===== src/rtl/imm_field_packer.sv =====
// -----------------------------------------------------------------------------
// imm_field_packer
//
// Dual-lane decode-front stage that feeds the sign extender. For each lane it
// extracts op_code = instr[6:2]. It gathers the scattered RISC-V immediate
// bit-fields into the 32-bit raw-immediate layout that the sign extender
// consumes. It also produces the per-lane sign_extender_en and
// sign_extender_type controls.
//
// The packed bundle is registered in a valid/ready stage that has a one-entry
// skid buffer. in_ready is the inverse of the skid-valid register, so it has
// no combinational path from out_ready. flush is synchronous and drops every
// held bundle.
//
// Optional build macro: IMM_FIELD_PACKER_STATS_EN
//   When defined, the stall_cnt and bundle_cnt ports and counters are present.
//   When undefined, both ports are absent and behaviour is otherwise the same.
// -----------------------------------------------------------------------------
module imm_field_packer #(
  parameter int LANES = 2,   // issue width; only 2 is supported
  parameter int CNT_W = 32   // width of the optional statistics counters
) (
  input  logic                   clk,
  input  logic                   rst_n,
  input  logic                   flush,
  input  logic                   in_valid,
  output logic                   in_ready,
  input  logic [LANES-1:0][31:0] instr_in,
  input  logic [LANES-1:0]       lane_valid_in,
  output logic                   out_valid,
  input  logic                   out_ready,
  output logic [LANES-1:0][31:0] imm_out,
  output logic [LANES-1:0][4:0]  op_code_out,
  output logic [LANES-1:0]       sign_extender_en,
  output logic [LANES-1:0]       sign_extender_type,
  output logic [LANES-1:0]       lane_valid_out
`ifdef IMM_FIELD_PACKER_STATS_EN
  ,
  output logic [CNT_W-1:0]       stall_cnt,
  output logic [CNT_W-1:0]       bundle_cnt
`endif
);

  // ---------------------------------------------------------------------------
  // Major opcodes (instr[6:2]) that carry an immediate
  // ---------------------------------------------------------------------------
  localparam logic [4:0] OP_LUI    = 5'b01101;
  localparam logic [4:0] OP_AUIPC  = 5'b00101;
  localparam logic [4:0] OP_OPIMM  = 5'b00100;
  localparam logic [4:0] OP_LOAD   = 5'b00000;
  localparam logic [4:0] OP_STORE  = 5'b01000;
  localparam logic [4:0] OP_JAL    = 5'b11011;
  localparam logic [4:0] OP_JALR   = 5'b11001;
  localparam logic [4:0] OP_BRANCH = 5'b11000;

  // funct3 encodings of the OP-IMM shifts; their shamt field is unsigned
  localparam logic [2:0] F3_SLLI      = 3'b001;
  localparam logic [2:0] F3_SRLI_SRAI = 3'b101;

  // Per-lane packing result
  typedef struct packed {
    logic [31:0] imm;
    logic        en;
    logic        ty;
  } lane_pack_t;

  // One full bundle as it is held in the main and skid registers
  typedef struct packed {
    logic [LANES-1:0][31:0] imm;
    logic [LANES-1:0][4:0]  op;
    logic [LANES-1:0]       en;
    logic [LANES-1:0]       ty;
    logic [LANES-1:0]       lv;
  } bundle_t;

  // ---------------------------------------------------------------------------
  // Field scatter/gather for one instruction.
  // Most formats are left as raw fields for the extender. STORE, JAL and JALR
  // are already sign-extended here. BRANCH stays zero-extended at 13 bits.
  // ---------------------------------------------------------------------------
  function automatic lane_pack_t pack_lane(input logic [31:0] ins,
                                           input logic        vld);
    lane_pack_t p;
    p = '0;
    if (vld) begin
      case (ins[6:2])
        OP_LUI, OP_AUIPC: begin
          p.imm = {ins[31:12], 12'b0};
          p.en  = 1'b1;
        end
        OP_OPIMM: begin
          p.imm = {20'b0, ins[31:20]};
          p.en  = 1'b1;
          p.ty  = (ins[14:12] == F3_SLLI) || (ins[14:12] == F3_SRLI_SRAI);
        end
        OP_LOAD: begin
          p.imm = {20'b0, ins[31:20]};
          p.en  = 1'b1;
        end
        OP_STORE: begin
          p.imm = {{20{ins[31]}}, ins[31:25], ins[11:7]};
          p.en  = 1'b1;
        end
        OP_JAL: begin
          p.imm = {{11{ins[31]}}, ins[31], ins[19:12], ins[20], ins[30:21], 1'b0};
          p.en  = 1'b1;
        end
        OP_JALR: begin
          p.imm = {{20{ins[31]}}, ins[31:20]};
          p.en  = 1'b1;
        end
        OP_BRANCH: begin
          p.imm = {19'b0, ins[31], ins[7], ins[30:25], ins[11:8], 1'b0};
          p.en  = 1'b1;
        end
        default: p = '0;
      endcase
    end
    return p;
  endfunction

  // ---------------------------------------------------------------------------
  // Combinational packing of the incoming bundle
  // ---------------------------------------------------------------------------
  lane_pack_t             lane_pack [LANES];
  logic [LANES-1:0][31:0] pk_imm;
  logic [LANES-1:0][4:0]  pk_op;
  logic [LANES-1:0]       pk_en;
  logic [LANES-1:0]       pk_ty;
  bundle_t                in_bundle;

  for (genvar n = 0; n < LANES; n++) begin : g_lane
    assign lane_pack[n] = pack_lane(instr_in[n], lane_valid_in[n]);
    assign pk_imm[n]    = lane_pack[n].imm;
    assign pk_en[n]     = lane_pack[n].en;
    assign pk_ty[n]     = lane_pack[n].ty;
    // The opcode passes through even for invalid or non-immediate lanes
    assign pk_op[n]     = instr_in[n][6:2];
  end

  assign in_bundle = '{imm: pk_imm, op: pk_op, en: pk_en, ty: pk_ty, lv: lane_valid_in};

  // ---------------------------------------------------------------------------
  // Pipeline state: main register (drives the outputs) plus a one-entry skid
  // ---------------------------------------------------------------------------
  bundle_t main_q, main_d;
  bundle_t skid_q, skid_d;
  logic    main_valid_q, main_valid_d;
  logic    skid_valid_q, skid_valid_d;
  logic    accept;
  logic    main_free;

  // Space is guaranteed whenever the skid is empty, so the handshake needs no
  // knowledge of out_ready. A flush wins over a simultaneous accept.
  assign in_ready  = ~skid_valid_q;
  assign accept    = in_valid & ~skid_valid_q & ~flush;
  assign main_free = ~main_valid_q | out_ready;

  // Next-state selection for main and skid. The older (skid) bundle always
  // drains into main before any newer bundle, which keeps the order strict.
  always_comb begin
    // NOTE: every output of this block is given a hold value first, so no path leaves it unassigned and no latch is inferred.
    main_d       = main_q;
    main_valid_d = main_valid_q;
    skid_d       = skid_q;
    skid_valid_d = skid_valid_q;

    if (flush) begin
      main_valid_d = 1'b0;
      skid_valid_d = 1'b0;
    end else if (main_free) begin
      if (skid_valid_q) begin
        // No accept can happen here because in_ready is low while the skid is full
        main_d       = skid_q;
        main_valid_d = 1'b1;
        skid_valid_d = 1'b0;
      end else begin
        main_valid_d = accept;
        if (accept) begin
          main_d = in_bundle;
        end
      end
    end else if (accept) begin
      // Main is stalled, so the new bundle parks in the skid register
      skid_d       = in_bundle;
      skid_valid_d = 1'b1;
    end
  end

  // State registers for both pipeline entries
  always_ff @(posedge clk or negedge rst_n) begin
    if (!rst_n) begin
      // NOTE: the payload registers are reset too (not only the valids) because the outputs must read zero straight out of reset.
      main_q       <= '0;
      skid_q       <= '0;
      main_valid_q <= 1'b0;
      skid_valid_q <= 1'b0;
    end else begin
      // NOTE: non-blocking assignments, so every register samples pre-edge values regardless of statement order.
      main_q       <= main_d;
      skid_q       <= skid_d;
      main_valid_q <= main_valid_d;
      skid_valid_q <= skid_valid_d;
    end
  end

  // ---------------------------------------------------------------------------
  // Outputs come straight from the main register, so they hold while stalled
  // ---------------------------------------------------------------------------
  assign out_valid          = main_valid_q;
  assign imm_out            = main_q.imm;
  assign op_code_out        = main_q.op;
  assign sign_extender_en   = main_q.en;
  assign sign_extender_type = main_q.ty;
  assign lane_valid_out     = main_q.lv;

`ifdef IMM_FIELD_PACKER_STATS_EN
  // ---------------------------------------------------------------------------
  // Statistics. Both counters wrap naturally, and flush leaves them untouched.
  // ---------------------------------------------------------------------------
  logic [CNT_W-1:0] stall_cnt_q;
  logic [CNT_W-1:0] bundle_cnt_q;

  // Count stalled output cycles and completed output handshakes
  always_ff @(posedge clk or negedge rst_n) begin
    if (!rst_n) begin
      stall_cnt_q  <= '0;
      bundle_cnt_q <= '0;
    end else begin
      if (main_valid_q && !out_ready) begin
        stall_cnt_q <= stall_cnt_q + 1'b1;
      end
      if (main_valid_q && out_ready) begin
        bundle_cnt_q <= bundle_cnt_q + 1'b1;
      end
    end
  end

  assign stall_cnt  = stall_cnt_q;
  assign bundle_cnt = bundle_cnt_q;
`endif

endmodule


===== config.mk =====
export PLATFORM = sky130hd
export DESIGN_NAME = imm_field_packer
export DESIGN_NICKNAME = d
export VERILOG_FILES = /design/src/rtl/imm_field_packer.sv
export SDC_FILE = /design/constraint.sdc
export NUM_CORES = 1
export LEC_CHECK = 0
export BUFFER_PORTS_ARGS = -buffer_cell sky130_fd_sc_hd__buf_2
export CORE_UTILIZATION = 30
export CTS_CLUSTER_DIAMETER = 120
export DETAILED_ROUTE_END_ITERATION = 6
export GPL_ROUTABILITY_DRIVEN = 0
export PLACE_DENSITY = 0.47
export RECOVER_POWER = 100
export SLEW_MARGIN = 0
export SYNTH_ARGS = -nofsm -noshare
export SYNTH_HDL_FRONTEND = slang
export SYNTH_SLANG_ARGS = --single-unit

===== constraint.sdc =====
create_clock -name clk -period 3.8 [get_ports clk]
set_input_delay 0 -clock clk [delete_from_list [all_inputs] [get_ports clk]]
set_output_delay 0 -clock clk [all_outputs]
set_load 0.005 [all_outputs]

# ---- Word-level counts from Yosys, hierarchy flattened
# Index checks and enable logic that the tools add are counted.
# Widths: inputs -> output; s select.
dict set report op_classes {
  bitwise_logic 7
  magnitude_cmp 0
  muxes 14
  n_reduce_logical 13
  n_eq_ne 18
  multipliers 0
  n_shift 0
  div 0
  addsub 0
}
# op count
set ops {}
lappend ops {{$pmux 33 s6} 2}
lappend ops {{$mux 80} 2}
lappend ops {{$mux 34} 2}
lappend ops {{$eq 5x5->1 const B} 6}
lappend ops {{$eq 5x3->1 const B} 4}
lappend ops {{$eq 5x4->1 const B} 4}
lappend ops {{$logic_not 5->1} 2}
lappend ops {{$mux 1} 8}
lappend ops {{$reduce_or 2->1} 4}
lappend ops {{$eq 3x1->1 const B} 2}
lappend ops {{$eq 3x3->1 const B} 2}
lappend ops {{$reduce_and 3->1} 2}
lappend ops {{$not 1->1} 4}
lappend ops {{$reduce_bool 2->1} 2}
lappend ops {{$reduce_bool 3->1} 1}
lappend ops {{$and 1x1->1} 2}
lappend ops {{$logic_or 1x1->1} 2}
lappend ops {{$or 1x1->1} 1}
dict set report word_totals {
  out_inout_bits 82
  mem_bits_ro 0
  n_memories 0
  latchBits 0
  inputBits 71
  ramBits 0
  wordCells 68
  regBits 162
}

# ---- Logic depth before layout (Yosys ltp)
dict set report depth {
  ltp_word 6
  mapped_depth 8
  depth_no_buf 5
}

# ---- Worst setup path before layout
# No wires, ideal clock.
dict set report synth_timing {
  kind {flip-flop to flip-flop}
  from {register main_valid_q (netlist: out_valid)}
  to {register main_q (netlist bit imm_out[33])}
  n_path_buf 2
  synth_period_minus_slack_ns 1.744
  arrival_ns 1.677
  stages_incl_launch_ff 7
  slack_ns 2.056
  t_required_ns 3.734
  setup_ns 0.066
  path_cell_list {dfrtp_1 nor2b_1 or3_1 clkbuf_1 nor2_2 clkbuf_1 a221o_1}
}
dict set report synth_via {
  elab_chain_cells 3
}
# element line_no
set synth_rtl {}
lappend synth_rtl {{from (decl)} 148} ;# logic main_valid_q, main_valid_d;
lappend synth_rtl {{from (signal assigned)} 202} ;# main_valid_q <= main_valid_d;
lappend synth_rtl {{$not 1->1} 157} ;# assign main_free = ~main_valid_q | out_ready;
lappend synth_rtl {{$or 1x1->1} 157}
lappend synth_rtl {{$reduce_and 3->1 (no line)} --}
lappend synth_rtl {{to (signal assigned)} 200} ;# main_q <= main_d;
lappend synth_rtl {{to (decl)} 146} ;# bundle_t main_q, main_d;
# Every way passes these cells.
# A chain may end at the register's enable or synchronous reset.

# ---- Worst setup path after layout
dict set report layout_timing {
  from {register skid_valid_q}
  to {register skid_q[35] (netlist name)}
}
dict set report layout_via {
  elab_chain_cells 4
}
# element line_no
set layout_rtl {}
lappend layout_rtl {{from (decl)} 149} ;# logic skid_valid_q, skid_valid_d;
lappend layout_rtl {{from (signal assigned)} 203} ;# skid_valid_q <= skid_valid_d;
lappend layout_rtl {{$not 1->1} 156} ;# assign accept = in_valid & ~skid_valid_q & ~flush;
lappend layout_rtl {{$and 1x1->1 (2 in series)} 156}
lappend layout_rtl {{$reduce_and 3->1 (no line)} --}
lappend layout_rtl {{to (signal assigned)} 201} ;# skid_q <= skid_d;
lappend layout_rtl {{to (decl)} 147} ;# bundle_t skid_q, skid_d;
# Every way passes these cells.

==> run_results.csv <==
group,metric,value,unit
global_routing,grt_pass1_wl,36300,µm
critical_path,cp.required,4070,ps
critical_path,worst-setup-path-type,"reg2reg",
power,powerDensity,423,nW/µm²
placed_design,dpl.cell_count,1197,
timing,rsz0062_at_grt,"false",
yosys,synth-xor-area-share,0.00230,
timing,worstMarginPinSlew,2590,ps
floorplanning,num_rows,57,
timing,slew_headroom,-0.727,
critical_path,rr_worst_depth,4,
clock_network,clock-sinks,162,
global_routing,grtUsageTotal,0.180,
yosys,synth_compound_area_frac,0.210,
worst_hold_path,min_to,"imm_out[3]",
power,pwr-share-seq,0.463,
routing,totalWireLength,22700,µm
global_routing,grt_pass1_vias,6341,
floorplanning,die_w,161,µm
timing,postLayoutSetupSlackWorst,909,ps
global_routing,grt_max_degree,98,
cells_and_area,fin_cells,1271,
yosys,syn-instance-count,775,
yosys,yosysTopAreaCellShare,0.533,
worst_hold_path,min-delay-start,"instr_in[10]",
yosys,synth_seq_cells,162,
clock_network,path_clk_slew,70,ps
critical_path,cp_max_fo,40,
timing,setup_viol,0,
global_routing,grt_remaining_overflow,0,
floorplanning,boundaryPins,153,
yosys,yosys_warnings,0,
power,p_int,2.98,mW
cells_and_area,num-nets-final,1005,
routing,dr.pass1.iters,4,
timing,setup-tns-final,0,ps
routing,wl_per_cell,17.9,µm
yosys,yosys.area.top_type,"dfrtp_1",
timing,skew,8.68,ps
critical_path,crit_buf_inv,1,
critical_path,slowest_delay,1040,ps
worst_hold_path,hold_path.class,"in2reg",
worst_hold_path,worstHoldPathCells,4,
routing,num_vias,6337,
yosys,yosys.area_share.adder,0,
critical_path,crit_cells,4,
global_routing,antenna_found_initial,0,
floorplanning,die-height,161,µm
routing,drc,0,
clock_network,cts_buffer_depth,2,
critical_path,start_kind,"register",
yosys,synth_area_leaders,"dfrtp_1 53%, o21ai_0 6.3%, nand2_1 6.1%",
yosys,syn_avg_cell_area,9.82,µm²
yosys,ys_types,56,
critical_path,r2r-end,"skid_q[35]",
power,clkPwrFrac,0.428,
run,cap_violations,1,
yosys,synth_mux_area_frac,0.0571,
yosys,synth_area,7610,µm²
timing,fmax,0.346,GHz
timing,drv_slew,98,
critical_path,r2r_slack,910,ps
critical_path,timing.rr.start,"skid_valid_q",
routing,drt_iter0_drc,446,
critical_path,worstPathArrival,3160,ps
clock_network,clock-root-buffer,"clkbuf_16",
clock_network,post_cts_buffers,0,
clock_network,clock_latency,420,ps
floorplanning,coreArea,24600,µm²
critical_path,cp_top_family,"flip-flops",
status,violations,"max-capacitance violations, max-slew violations",
critical_path,cp_slowest_cell,"dfrtp_1",
placed_design,dpl.hpwl,14500,µm
timing,post-route-period-util,0.761,
routing,vias_per_cell,4.99,
routing,ant_nets,0,
critical_path,worstSetupStartpoint,"skid_valid_q",
yosys,ys_seq_area_frac,0.533,
yosys,synthSimpleGateAreaFrac,0.157,
cells_and_area,insertedDiodeCount,0,
timing,finalCriticalPeriod,2890,ps
power,switchingPower,1.07,mW
power,switching_share,0.264,
placed_design,port_buffers,148,
critical_path,endpoint_kind,"register",
clock_network,numCtsBuffers,17,
clock_network,htree_levels,4,
cells_and_area,fillers,2535,
power,power_leakage,4.54,nW
cells_and_area,syn_to_final_growth,25.6,%
floorplanning,initial_core_util,0.309,
floorplanning,dieArea,26000,µm²
yosys,syn-num-nets,846,
yosys,synth_top_family_by_area,"compound AO/OA/AOI/OAI gates",
critical_path,crit_chain,"nor2_1 > nand3_4 > clkbuf_1 > o21ai_0",
power,p_comb_frac,0.108,
placed_design,pre_cts_ws,1300,ps
cells_and_area,drive_gt1_frac,0.192,
status,status,"finished, violations left",
power,ir_drop,219,µV
timing,hold_viol,0,
clock_network,cts_tree,"done",
final cells by class:
type	count	area, µm²	area share
clock buffer	19	433	0.0453
clock inverter	13	150	0.0157
inverter	5	18.8	0.00196
multi-input combinational	542	3270	0.343
sequential	162	4050	0.424
tap	324	405	0.0424
timing repair buffer	206	1220	0.128
power groups by stage:
stage                     combinational (mW)  sequential (mW)  clock [mW]
after CTS                              0.459             1.87        1.79
after floorplan                        0.207             1.90           0
after detailed placement               0.425             1.91           0
final                                  0.439             1.87        1.73
after global placement                 0.422             1.90           0
after global routing                   0.491             1.89        1.85
registers in the layout (all words and copies together) (netlist names):
name / count
skid_q: 80
lane_valid_out: 2
imm_out: 64
skid_valid_q: 1
sign_extender_type: 2
sign_extender_en: 2
out_valid: 1
op_code_out: 10
stage by stage:
| step | utilization | hold slack [ps] | total power, mW | area (µm²) |
|---|---|---|---|---|
| after floorplan | - | -296 | 2.11 | 7610 |
| after global placement | 0.352 | 195 | 2.32 | 8650 |
| after detailed placement | 0.352 | 199 | 2.33 | 8650 |
| after CTS | 0.392 | 1.66 | 4.12 | 9660 |
| after global routing | 0.388 | 28.9 | 4.22 | 9560 |
| final | 0.388 | 16.9 | 4.04 | 9560 |
per-layer routing:
metal	track usage	share of wire	vias to the layer above
met4	0.0562	0.013	0
li1	-	-	3100
met5	0	0	-
met2	0.272	0.45	114
met1	0.260	0.51	3102
met3	0.0316	0.036	21
placed cells by master, fill, tap and decap left out, drive strengths merged, types with 2 or more instances in the layout:
cell	Yosys	routed
a21o	21	21
a21oi	80	80
a221o	16	16
a22o	5	5
a22oi	4	4
a31oi	2	2
and3	57	57
and4	2	2
buf	14	105
bufinv	0	2
clkbuf	52	78
clkinv	0	2
clkinvlp	0	5
dfrtp	162	162
dlygate4sd3	0	42
inv	5	9
mux2	27	27
mux2i	13	13
nand2	124	124
nand2b	3	3
nand3	7	7
nand3b	2	2
nand4b	4	4
nor2	19	19
nor2b	2	2
nor3	5	5
o21a	9	9
o21ai	99	99
o31ai	17	17
or3	5	5
or3b	2	2
or4	2	2
Yosys cell counts (all sizes together):
| cell type | n |
|---|---|
| and4 | 2 |
| inv | 5 |
| a221o | 16 |
| o2111a | 1 |
| nand2b | 3 |
| nand4b | 4 |
| a31oi | 2 |
| o41ai | 1 |
| a21oi | 80 |
| or3b | 2 |
| and4bb | 1 |
| clkbuf | 52 |
| o22ai | 1 |
| nor3 | 5 |
| xor2 | 1 |
| o211ai | 1 |
| or4 | 2 |
| or2 | 1 |
| o2bb2ai | 1 |
| mux2 | 27 |
| nor4b | 1 |
| nor2 | 19 |
| xnor2 | 1 |
| a22o | 5 |
| nor2b | 2 |
| nand2 | 124 |
| o31ai | 17 |
| nand3 | 7 |
| a22oi | 4 |
| or3 | 5 |
| a21boi | 1 |
| and4b | 1 |
| o21ai | 99 |
| dfrtp | 162 |
| o21a | 9 |
| a21o | 21 |
| buf | 14 |
| nand3b | 2 |
| a211o | 1 |
| mux2i | 13 |
| or2b | 1 |
| and3 | 57 |
| o32ai | 1 |
timing repair:
| item | 4_1_cts | 5_1_grt |
|---|---|---|
| hold endpoints to repair | 166 | 0 |
| hold buffers | 42 | 0 |
| gates resized for setup | 0 | 0 |
worst register-to-register path: cells and delay by family (launching register included):
family / cells / cell delay (ps)
compound gates: 1 / 230
buf+inv: 1 / 790
flops: 1 / 1040
simple gates: 2 / 670
logic make-up (layout without fill, tap and decap cells):
| family | Yosys count | after routing |
|---|---|---|
| xor gates and xnor gates | 2 | 2 |
| muxes | 40 | 40 |
| and+or+nand+nor | 239 | 239 |
| DFF | 162 | 162 |
| buffers and inverters | 71 | 243 |
| AOI/OAI and AO/OA | 261 | 261 |
worst max path at each step:
stage | to
floorplan | imm_out[33]
global placement | imm_out[31]
detailed placement | imm_out[12]
CTS | imm_out[30]
global route | skid_q[40]
finish | skid_q[35]
No activity file was read; power rests on OpenSTA's default activity.
